===== src/rtl/button_conditioner_pkg.sv =====
// Shared constants for the push-button conditioning front end.
package button_conditioner_pkg;
  localparam int DEBOUNCE_CYCLES_DEF   = 4;
  localparam int LONG_PRESS_CYCLES_DEF = 16;
  localparam int PRESS_CNT_W           = 8;
endpackage


===== src/rtl/sync_2ff.sv =====
// Generic 1-bit two-flop synchronizer with asynchronous active-high reset to 0.
module sync_2ff (
  input  logic clk,
  input  logic rst,
  input  logic d,
  output logic q
);
  logic s1;

  always_ff @(posedge clk or posedge rst) begin
    if (rst) begin
      s1 <= 1'b0;
      q  <= 1'b0;
    end else begin
      s1 <= d;
      q  <= s1;
    end
  end
endmodule


===== src/rtl/button_conditioner.sv =====
// Synchronizes and debounces a raw push-button, producing a clean level plus
// registered press, release and long-press pulses and a wrapping press counter.
module button_conditioner
  import button_conditioner_pkg::*;
#(
  parameter int DEBOUNCE_CYCLES   = DEBOUNCE_CYCLES_DEF,
  parameter int LONG_PRESS_CYCLES = LONG_PRESS_CYCLES_DEF
) (
  input  logic                   clk,
  input  logic                   rst,
  input  logic                   button_raw,
  output logic                   button_level,
  output logic                   press_pulse,
  output logic                   release_pulse,
  output logic                   long_press_pulse,
  output logic [PRESS_CNT_W-1:0] press_count
);
  localparam int DB_W   = (DEBOUNCE_CYCLES > 1) ? $clog2(DEBOUNCE_CYCLES) : 1;
  localparam int HOLD_W = $clog2(LONG_PRESS_CYCLES + 1);
  localparam logic [DB_W-1:0]   DB_MAX   = DB_W'(DEBOUNCE_CYCLES - 1);
  localparam logic [HOLD_W-1:0] HOLD_MAX = HOLD_W'(LONG_PRESS_CYCLES);

  logic              s2;
  logic [DB_W-1:0]   db_cnt, db_cnt_next;
  logic [HOLD_W-1:0] hold_cnt, hold_cnt_next;
  logic              level_next;
  logic              flip;

  sync_2ff u_sync (
    .clk (clk),
    .rst (rst),
    .d   (button_raw),
    .q   (s2)
  );

  // Any sample agreeing with the current level restarts the stability window.
  always_comb begin
    flip        = 1'b0;
    level_next  = button_level;
    db_cnt_next = db_cnt;
    if (s2 == button_level) begin
      db_cnt_next = '0;
    end else if (db_cnt == DB_MAX) begin
      level_next  = s2;
      db_cnt_next = '0;
      flip        = 1'b1;
    end else begin
      db_cnt_next = db_cnt + 1'b1;
    end
  end

  // Hold count is computed from the next level so the press cycle counts as 1.
  always_comb begin
    hold_cnt_next = '0;
    if (level_next) begin
      hold_cnt_next = (hold_cnt == HOLD_MAX) ? hold_cnt : hold_cnt + 1'b1;
    end
  end

  always_ff @(posedge clk or posedge rst) begin
    if (rst) begin
      button_level     <= 1'b0;
      db_cnt           <= '0;
      hold_cnt         <= '0;
      press_pulse      <= 1'b0;
      release_pulse    <= 1'b0;
      long_press_pulse <= 1'b0;
      press_count      <= '0;
    end else begin
      button_level     <= level_next;
      db_cnt           <= db_cnt_next;
      hold_cnt         <= hold_cnt_next;
      press_pulse      <= flip & s2;
      release_pulse    <= flip & ~s2;
      long_press_pulse <= (hold_cnt_next == HOLD_MAX) && (hold_cnt != HOLD_MAX);
      if (flip && s2) begin
        press_count <= press_count + PRESS_CNT_W'(1);
      end
    end
  end
endmodule

===== config.mk =====
export PLATFORM = sky130hd
export DESIGN_NAME = button_conditioner
export DESIGN_NICKNAME = d
export VERILOG_FILES = /design/src/rtl/button_conditioner_pkg.sv /design/src/rtl/sync_2ff.sv /design/src/rtl/button_conditioner.sv
export SDC_FILE = /design/constraint.sdc
export NUM_CORES = 1
export LEC_CHECK = 0
export CAP_MARGIN = 5
export CORE_MARGIN = 2
export CORE_UTILIZATION = 54
export DETAILED_ROUTE_END_ITERATION = 12
export PLACE_DENSITY = 0.84
export RECOVER_POWER = 50
export SYNTH_ARGS = -nofsm -noshare
export SYNTH_HDL_FRONTEND = slang
export SYNTH_HIERARCHICAL = 1
export SYNTH_SLANG_ARGS = --single-unit

===== constraint.sdc =====
create_clock -name clk -period 2.55 [get_ports clk]
set_clock_uncertainty 0.15 [all_clocks]
set_input_delay 0.765 -clock clk [delete_from_list [all_inputs] [get_ports clk]]
set_output_delay 0.765 -clock clk [all_outputs]
set_load 0.02 [all_outputs]

==> impl_metrics.csv <==
group,metric,value,unit
status,outcome,"finished clean",
logic_synthesis,async_flop_share,1.000,
clocking,tritoncts,"done",
die,rows,15,
global_routing,grt_max_degree,20,
die,die-width,45.58,um
timing,finalSetupViolCount,0,
drt,vias,564,
final_layout,drive_above_1_share,0.1209,
power,p_leak,0.5193,nW
drt,wl_per_cell,13.19,um
timing,maxSlewHeadroom,0.3274,
drt,ant_nets,0,
logic_synthesis,synth-seq-cells,21,
power,seqPwrFrac,0.505,
power,switching_share,0.3408,
final_layout,diodes,0,
setup_path,path_buf_inv,1,
setup_path,crit_path_top_delay_cell,"clkdlybuf4s50_1",
timing,post-route-period-util,0.9027,
clocking,cts_resized,0,
logic_synthesis,synth_cell_types,23,
global_routing,grt_pass1_wl,2421,um
placement,globalplace.congestion,0.7691,
logic_synthesis,netlist_instances,72,
global_routing,grt_usage,0.1694,
timing,worst_slack,0.2480,ns
placement,hpwl,1103,um
timing,final-hold-violation-count,0,
power,p_sw,306.2,uW
timing,fin_setup_tns,0,ns
timing,max_freq,0.4344,GHz
setup_path,arrival,1.39,ns
setup_path,path_class,"register to output pin",
final_layout,layout_common_cells,"21 x dfrtp_1, 12 x clkdlybuf4s50_1, 7 x inv_1",
timing,worst_slew_pin_slew,1.009,ns
final_layout,fillers,122,
drt,firstDrtPassIters,2,
setup_path,required,1.64,ns
setup_path,r2r_slack,0.91,ns
clocking,clkTransAtPathRegs,0.11,ns
global_routing,grt_pass1_vias,565,
clocking,post_cts_buffers,0,
power,p_clk_frac,0.170,
hold_path,min-delay-path-class,"register to register",
timing,slew_viol_final,0,
die,start_util,0.5588,
power,internal_power,592.2,uW
logic_synthesis,synth_top_area_cell,"dfrtp_1",
drt,drc_errors,0,
setup_path,crit_fanout,6,
setup_path,critPathLaunchType,"register",
logic_synthesis,synth_area_per_cell,12.96,sq um
logic_synthesis,synthesis.nets,79,
setup_path,max_stage_delay,0.64,ns
clocking,cts_buffer_depth,2,
clocking,cts_hold_buf,0,
die,fp.dieH,45.58,um
logic_synthesis,yosysWarnings,6,
drt,drt_iter0_markers,4,
placement,dp_slack,0.5758,ns
clocking,htreeDepth,1,
final_layout,final_common_cell,"dfrtp_1",
timing,rsz0062_at_grt,"no",
placement,numPortBuffers,14,
logic_synthesis,yosys.area.top_type_share,0.5630,
job,drv_cap,0,
logic_synthesis,yosys-top-cells-area,"dfrtp_1 56%, xnor2_1 5.6%, xor2_1 5.6%, ha_1 5.4%, nand4bb_4 2.9%",
clocking,clock_sinks,21,
global_routing,antenna_found_initial,0,
die,core_area,0.001670,sq mm
power,cellPowerDensity,807.6,mW/mm^2
final_layout,nets,99,
setup_path,crit_chain,"clkdlybuf4s50_1",
power,combPwrFrac,0.325,
setup_path,end_kind,"output pin",
final_layout,syn2layout_area_growth,19.17,%
clocking,cts_inserted_buffers,3,
power,ir_drop,586.8,uV
timing,min_period,2.302,ns
die,boundaryPins,15,
setup_path,cp_top_family,"buffers and inverters",
logic_synthesis,syn_area,933.4,sq um
drt,vias_per_cell,5.222,
clocking,clk_latency,0.29,ns
die,die_area,0.002077,sq mm
logic_synthesis,ys_dominant_reg_cell,"dfrtp_1",
global_routing,grt_overflow_total,0,
logic_synthesis,ys_seq_area_frac,0.5630,
clocking,root_buffer,"clkbuf_4",
logic_synthesis,synth_edf_count,0,
drt,routed_wirelength,1425,um
-- state kept, by name (all words and copies together), names as in the netlist --
| register | cells |
|---|---|
| press_count | 8 |
| hold_cnt | 5 |
| db_cnt | 2 |
| button_level | 1 |
| long_press_pulse | 1 |
| press_pulse | 1 |
| release_pulse | 1 |
| u_sync/q | 1 |
| u_sync/s1 | 1 |
-- cells in the mapped netlist (2+ instances only) --
master   instances
nor2_1           6
nor3_1           3
xnor2_1          6
inv_1            7
dfrtp_1         21
nand3_1          3
ha_1             4
nand2_1          2
xor2_1           6
-- power groups by stage --
stage,clock [mW],combinational [mW],sequential (mW)
after floorplan,0,0.177,0.483
final,0.153,0.292,0.454
after detailed placement,0,0.304,0.464
after global placement,0,0.295,0.455
after global routing,0.168,0.324,0.465
after CTS,0.164,0.305,0.456
-- area by class of cell --
type                       count  area [sq um]  share of cell area
multi-input combinational     43         365.4              0.3285
timing repair buffer          15         143.9              0.1294
clock buffer                   4         26.28             0.02362
sequential                    21         525.5              0.4724
tap                           17         21.27             0.01912
inverter                       8         30.03             0.02700
-- logic make-up after synthesis --
kind of cell | after synthesis | synth area share
XOR/XNOR | 12 | 0.1126
adder cells (fa/ha/maj) | 4 | 0.05362
buffers and inverters | 8 | 0.03217
flip-flops | 21 | 0.5630
multiplexers | 2 | 0.02279
AND/OR/NAND/NOR | 25 | 0.2158
-- worst paths after layout --
| kind | to | from | depth (start not counted) |
|---|---|---|---|
| hold / removal | u_sync/q$_DFF_PP0_ | u_sync/s1$_DFF_PP0_ | 0 |
| min in group asynchronous | u_sync/s1$_DFF_PP0_ | rst | 2 |
| setup / recovery | press_count[2] | press_count[2]$_DFFE_PP0P_ | 1 |
| hold reg to reg | u_sync/q$_DFF_PP0_ | u_sync/s1$_DFF_PP0_ | 0 |
| max in group asynchronous | long_press_pulse$_DFF_PP0_ | rst | 3 |
| setup reg to reg | press_count[7]$_DFFE_PP0P_ | db_cnt[0]$_DFF_PP0_ | 4 |
-- through the flow --
stage	instance area (sq um)	power [mW]	hold slack, ns	std cells	util
after global routing	1112	0.9576	0.2294	108	0.6659
after detailed placement	1102	0.7681	0.1979	104	0.6599
after floorplan	933.4	0.6600	0.1812	72	-
final	1112	0.8983	0.2178	108	0.6659
after CTS	1129	0.9251	0.2241	108	0.6757
after global placement	1102	0.7497	0.1881	104	0.6599
-- metal layers --
metal / routed length, um / track usage / part of all wire
met1: 590 / 0.1839 / 0.41
met2: 765 / 0.3042 / 0.54
met3: 36 / 0.02381 / 0.025
met4: 33 / 0.1059 / 0.023
met5: 0 / 0 / 0
(Power assumes the default switching activity.)
